**config.mk**
```make
export PLATFORM = sky130hd
export DESIGN_NAME = sram_port_arbiter
export DESIGN_NICKNAME = d
export VERILOG_FILES = /design/src/rtl/sram_port_arbiter_pkg.sv /design/src/rtl/sram_addr_check.sv /design/src/rtl/sram_port_arbiter.sv
export SDC_FILE = /design/constraint.sdc
export NUM_CORES = 1
export LEC_CHECK = 0
export CORE_AREA = 2 2 101 103
export CTS_CLUSTER_DIAMETER = 200
export DETAILED_ROUTE_END_ITERATION = 8
export DIE_AREA = 0 0 103 105
export HOLD_SLACK_MARGIN = 0.03
export PLACE_DENSITY = 0.72
export SETUP_SLACK_MARGIN = 0.2
export SLEW_MARGIN = 20
export SYNTH_ARGS = -nofsm -noshare
export SYNTH_HDL_FRONTEND = slang
export SYNTH_SLANG_ARGS = --single-unit
```
**constraint.sdc**
```tcl
create_clock -name clk -period 4.2 [get_ports clk]
set_clock_uncertainty 0.2 [all_clocks]
set_input_delay 1.05 -clock clk [delete_from_list [all_inputs] [get_ports clk]]
set_output_delay 1.05 -clock clk [all_outputs]
set_load 0.01 [all_outputs]
```
**src/rtl/sram_port_arbiter_pkg.sv**
```systemverilog
// Shared definitions for the SRAM port arbiter: response owner encoding
// and default memory-map parameters.
package sram_port_arbiter_pkg;

    localparam int unsigned ADDR_WIDTH_DEF = 12;
    localparam logic [31:0] MEM_BASE_DEF   = 32'h0;

    typedef enum logic [1:0] {
        OWN_NONE = 2'd0,
        OWN_I    = 2'd1,
        OWN_D    = 2'd2
    } owner_e;

endpackage

```
**src/rtl/sram_addr_check.sv**
```systemverilog
// Byte-address qualifier for one requester: flags misaligned or out-of-region
// addresses and maps the byte address onto an SRAM word address.
module sram_addr_check
    import sram_port_arbiter_pkg::*;
#(
    parameter int          ADDR_WIDTH = ADDR_WIDTH_DEF,
    parameter logic [31:0] MEM_BASE   = MEM_BASE_DEF
) (
    input  logic [31:0]           addr,
    output logic                  fault,
    output logic [ADDR_WIDTH-1:0] word_addr
);

    assign fault     = (addr[1:0] != 2'b00) ||
                       (addr[31:ADDR_WIDTH+2] != MEM_BASE[31:ADDR_WIDTH+2]);
    assign word_addr = addr[ADDR_WIDTH+1:2];

endmodule

```
**src/rtl/sram_port_arbiter.sv**
```systemverilog
// Shares the single 1RW SRAM port between the fetch (I) and load/store (D)
// requesters: D-priority arbitration with an I starvation guard, 1-cycle response.
module sram_port_arbiter
    import sram_port_arbiter_pkg::*;
#(
    parameter int          ADDR_WIDTH   = ADDR_WIDTH_DEF,
    parameter int          DATA_WIDTH   = 32,
    parameter int          NUM_WMASKS   = 4,
    parameter logic [31:0] MEM_BASE     = MEM_BASE_DEF,
    parameter int          STARVE_LIMIT = 4
) (
    input  logic                  clk,
    input  logic                  reset,
    input  logic                  i_req_valid,
    output logic                  i_req_ready,
    input  logic [31:0]           i_req_addr,
    output logic                  i_resp_valid,
    output logic [DATA_WIDTH-1:0] i_resp_data,
    output logic                  i_resp_err,
    input  logic                  d_req_valid,
    output logic                  d_req_ready,
    input  logic                  d_req_we,
    input  logic [NUM_WMASKS-1:0] d_req_wmask,
    input  logic [31:0]           d_req_addr,
    input  logic [DATA_WIDTH-1:0] d_req_wdata,
    output logic                  d_resp_valid,
    output logic [DATA_WIDTH-1:0] d_resp_rdata,
    output logic                  d_resp_err,
    output logic                  sram_csb,
    output logic                  sram_web,
    output logic [NUM_WMASKS-1:0] sram_wmask,
    output logic [ADDR_WIDTH-1:0] sram_addr,
    output logic [DATA_WIDTH-1:0] sram_din,
    input  logic [DATA_WIDTH-1:0] sram_dout
);

    localparam int               CNT_W      = $clog2(STARVE_LIMIT + 1);
    localparam logic [CNT_W-1:0] STARVE_MAX = CNT_W'(STARVE_LIMIT);

    logic                  i_fault, d_fault;
    logic [ADDR_WIDTH-1:0] i_word, d_word;
    logic                  grant_i, grant_d;
    logic [CNT_W-1:0]      starve_cnt;
    owner_e                resp_owner;
    logic                  resp_err, resp_we;
    logic                  resp_rd_ok;

    sram_addr_check #(.ADDR_WIDTH(ADDR_WIDTH), .MEM_BASE(MEM_BASE)) u_i_check (
        .addr      (i_req_addr),
        .fault     (i_fault),
        .word_addr (i_word)
    );

    sram_addr_check #(.ADDR_WIDTH(ADDR_WIDTH), .MEM_BASE(MEM_BASE)) u_d_check (
        .addr      (d_req_addr),
        .fault     (d_fault),
        .word_addr (d_word)
    );

    // D wins unless I has already lost STARVE_LIMIT consecutive cycles.
    assign grant_d     = d_req_valid && !(i_req_valid && (starve_cnt == STARVE_MAX));
    assign grant_i     = i_req_valid && !grant_d;
    assign d_req_ready = grant_d;
    assign i_req_ready = grant_i;

    // NOTE: every output gets its idle value before any branch, so no path
    // through the block leaves one unassigned and no latch is inferred.
    always_comb begin
        sram_csb   = 1'b1;
        sram_web   = 1'b1;
        sram_wmask = '0;
        sram_addr  = '0;
        sram_din   = '0;
        if (grant_d && !d_fault) begin
            sram_csb   = 1'b0;
            sram_web   = ~d_req_we;
            sram_wmask = d_req_wmask;
            sram_addr  = d_word;
            sram_din   = d_req_wdata;
        end else if (grant_i && !i_fault) begin
            sram_csb  = 1'b0;
            sram_addr = i_word;
            sram_din  = d_req_wdata;
        end
    end

    // NOTE: state registers use non-blocking assignments so every flop
    // samples pre-edge values regardless of statement order.
    always_ff @(posedge clk or posedge reset) begin
        if (reset) begin
            starve_cnt <= '0;
        end else if (i_req_valid && !grant_i) begin
            if (starve_cnt != STARVE_MAX) starve_cnt <= starve_cnt + CNT_W'(1);
        end else begin
            starve_cnt <= '0;
        end
    end

    always_ff @(posedge clk or posedge reset) begin
        if (reset) begin
            resp_owner <= OWN_NONE;
            resp_err   <= 1'b0;
            resp_we    <= 1'b0;
        end else if (grant_d) begin
            resp_owner <= OWN_D;
            resp_err   <= d_fault;
            resp_we    <= d_req_we;
        end else if (grant_i) begin
            resp_owner <= OWN_I;
            resp_err   <= i_fault;
            resp_we    <= 1'b0;
        end else begin
            resp_owner <= OWN_NONE;
            resp_err   <= 1'b0;
            resp_we    <= 1'b0;
        end
    end

    // Faulted accesses and stores never read the SRAM, so their data is forced to 0.
    assign resp_rd_ok   = !resp_err && !resp_we;
    assign i_resp_valid = (resp_owner == OWN_I);
    assign i_resp_err   = i_resp_valid && resp_err;
    assign i_resp_data  = (i_resp_valid && resp_rd_ok) ? sram_dout : '0;
    assign d_resp_valid = (resp_owner == OWN_D);
    assign d_resp_err   = d_resp_valid && resp_err;
    assign d_resp_rdata = (d_resp_valid && resp_rd_ok) ? sram_dout : '0;

endmodule

```
==> results.md <==
- Status: complete, no violations
- Final Hold Vio Count: 0
- Mapped Area: 1320 um^2
- Post-DRT Antenna Nets: 0
- Cell Count, Final, Fillers Out: 588
- Crit start category: input port
- Total Routing Usage GR: 13.4%
- #FFs+latches synth: 7
- Final worst-path cycle share: 94.7%
- Fin. max-slew vios: 0
- Violation count after the first detailed-route iteration: 54
- Slowest-stage cell, CP: clkdlybuf4s50_1
- Placed cell count: 566
- CTS root buf: clkbuf_8
- Largest net degree at the start of global routing: 33
- Post-DP HPWL: 6.80 mm
- FF-to-FF Start: starve_cnt[0]$_DFFE_PP0P_
- Post-Route Setup TNS: 0 ps
- Worst Hold Margin: 268 ps
- Hold Crit Depth: 1
- PortBufs: 256
- Worst-Margin Slew: 300 ps
- RePlAce Congestion: 0.767
- Synth Area in Adders: 1.90%
- Post-DP Area: 4120 um^2
- # setup viols final: 0
- Crit path cell chain: clkdlybuf4s50_1 -> nor4_1 -> and3_2 -> nand3_4 -> buf_12 -> a21boi_2 -> clkdlybuf4s15_2
- CP Max Fanout: 8
- Worst setup EP type: primary output
- Share of cells above drive strength 1: 25.1%
- Top cells by area, synth: and2_1 33%, dfrtp_1 13%, a21boi_1 9.7%
- Critical path class: in2out
- Vias/cell: 4.10
- Wire length per cell: 14.1 um
- Slew headroom: 80.0%
- Final instance area: 4350 um^2
- Compound-Gate Fraction of Synth Area: 27.9%
- Final core utilization: 45.1%
- Final net count: 595
- H-tree Lvls: 1
- XOR/XNOR Fraction of Synth Area: 0.664%
- Grt ovf: 0
- Die Ht: 105 um
- Simple-gate share of the synthesized area: 48.8%
- Syn Area/Cell: 7.41 um^2
- Worst path arrival time: 2730 ps
- Global-route wire length before repair: 11.6 mm
- Register area share after synthesis: 13.3%
- Later-pin clock latency in the skew report: 220 ps
- VDD IR max: 0.0615 mV
- Initial Utilization: 13.7%
- Max incr delay on CP: 410 ps
- Fmax: 251 MHz
- Area leader, netlist: and2_1
- Post-synthesis mux area share: 0%
- CTS Sinks: 7
- Crit path required time: 2950 ps
- Chip width: 103 um
- Core box area: 9640 um^2
- P_leak: 2.01 nW
- Vias: 2408
- Netlist cell types: 26
- DR DRC count: 0
- HP Class: reg2reg
- CTS Buffer Depth: 2
- Cells on worst reg2reg path: 11
- Initial antenna violation count: 0
- Syn Inst Count: 178
- Cell Pwr Density: 81.3 nW/um^2
- Tmin final: 3980 ps
- Layout area overhead: 230%
- RSZ-0062 raised after global routing: yes
- Synth top area share: 33.2%
- Clock transition at path regs: 40 ps
- Ys Warns: 0
- Drt first pass iters: 4
- # IOs: 257
- Reg2reg end: resp_err$_DFF_PP0_
- Std cell rows: 36
- Die ar.: 10800 um^2
- Total Wirelength: 8.30 mm
- CTS tree: done
- # hold bufs at CTS: 0
- Ant diodes: 0
- Post-synth net total: 317
- Vias in the first global route: 2375
- Main combinational cell family by area after synthesis: simple AND/OR/NAND/NOR gates
- Crit path launch: i_req_addr[16]
- Worst setup endpoint: sram_din[11]
- CTS buffer count: 3
- R2r setup slk: 2240 ps
- Max_cap viols: 0
## cells by family (layout without fill, tap and decap cells)
logic type,count (synthesis),count (layout)
adders and majority gates,2,2
buffers and inverters,19,296
xor gates and xnor gates,1,1
DFF,7,7
and+or+nand+nor,102,102
AOI/OAI and AO/OA,47,47
## where the power goes
group	leakage [nW]	switching (W)	total (W)	internal, W
Combinational	1.90	0.0000460	0.000187	0.000141
Clock	0.0228	0.0000277	0.0000932	0.0000655
Sequential	0.0885	0.00000261	0.0000733	0.0000707
## worst min path at each step
stage | start | end | slack, ps
3_3_place_gp | starve_cnt[0]$_DFFE_PP0P_ | starve_cnt[0]$_DFFE_PP0P_ | 240
3_5_place_dp | starve_cnt[0]$_DFFE_PP0P_ | starve_cnt[0]$_DFFE_PP0P_ | 260
2_1_floorplan | starve_cnt[0]$_DFFE_PP0P_ | starve_cnt[0]$_DFFE_PP0P_ | 230
6_report | starve_cnt[0]$_DFFE_PP0P_ | starve_cnt[0]$_DFFE_PP0P_ | 270
4_1_cts | starve_cnt[0]$_DFFE_PP0P_ | starve_cnt[0]$_DFFE_PP0P_ | 260
5_1_grt | starve_cnt[0]$_DFFE_PP0P_ | starve_cnt[0]$_DFFE_PP0P_ | 280
## cells in the final DEF, fill, tap and decap left out, types with 2 or more instances in the layout
cell	instances
clkdlybuf4s50_1	173
and2_1	70
buf_2	33
a21boi_2	19
buf_4	19
dlymetal6s2s_1	18
a21boi_1	14
a22o_1	12
clkbuf_2	11
clkdlybuf4s15_1	10
dlygate4sd2_1	9
dfrtp_1	7
nor4_1	5
inv_1	4
and3_1	4
or4_4	4
buf_12	4
nand2_1	3
nor2_1	3
clkbuf_8	3
buf_16	3
buf_6	3
nand3_1	2
nor2_4	2
nor2b_1	2
nor3b_2	2
ha_1	2
clkbuf_16	2
clkdlybuf4s15_2	2
## layer usage
metal	vias up	share of wire, %	wire [um]	track usage (%)
li1	1174	-	-	-
met1	1059	33	2700	12.8
met2	166	55	4570	28.0
met3	9	11	944	3.34
met4	0	0.89	74	1.79
met5	-	0	0	0
## cells in the mapped netlist (all sizes together)
| library cell | number |
|---|---|
| and2 | 70 |
| a21boi | 33 |
| a22o | 12 |
| clkbuf | 9 |
| dfrtp | 7 |
| and3 | 6 |
| buf | 6 |
| nor4 | 6 |
| nor2 | 5 |
| inv | 4 |
| nand3 | 4 |
| or4 | 4 |
| nand2 | 3 |
| ha | 2 |
| nor2b | 2 |
| nor3b | 2 |
| a21bo | 1 |
| a21oi | 1 |
| xnor2 | 1 |
## flip-flops by register name, indices dropped and copies added (netlist names)
signal	cells
resp_we	1
resp_owner	2
starve_cnt	3
resp_err	1
## critical path, delay by kind of cell
family                 cells  cell delay, ps
buffers and inverters      3             850
and+or+nand+nor            3             690
AOI/OAI and AO/OA          1             140
## stage by stage
| step | total power, W | worst slack (ps) |
|---|---|---|
| floorplan | 0.000103 | 592 |
| global placement | 0.000264 | -267 |
| detailed placement | 0.000267 | -322 |
| CTS | 0.000358 | 48.2 |
| global route | 0.000373 | 179 |
| finish | 0.000354 | 222 |
## final cells by class
cell class	count	area, um^2
Sequential cell	7	175
Clock buffer	4	45.0
Timing Repair Buffer	288	2780
Inverter	4	15.0
Multi-Input combinational cell	152	1160
Tap cell	133	166
Fill cell	997	5290
## what timing repair did
item / CTS / global route
endpoints found under the setup margin: 49 / 50
buffers inserted: 13 / 0
gates cloned: 3 / 2
gates resized for setup: 177 / 95
pin swaps: 17 / 21
No activity file was read; power rests on OpenSTA's default activity.
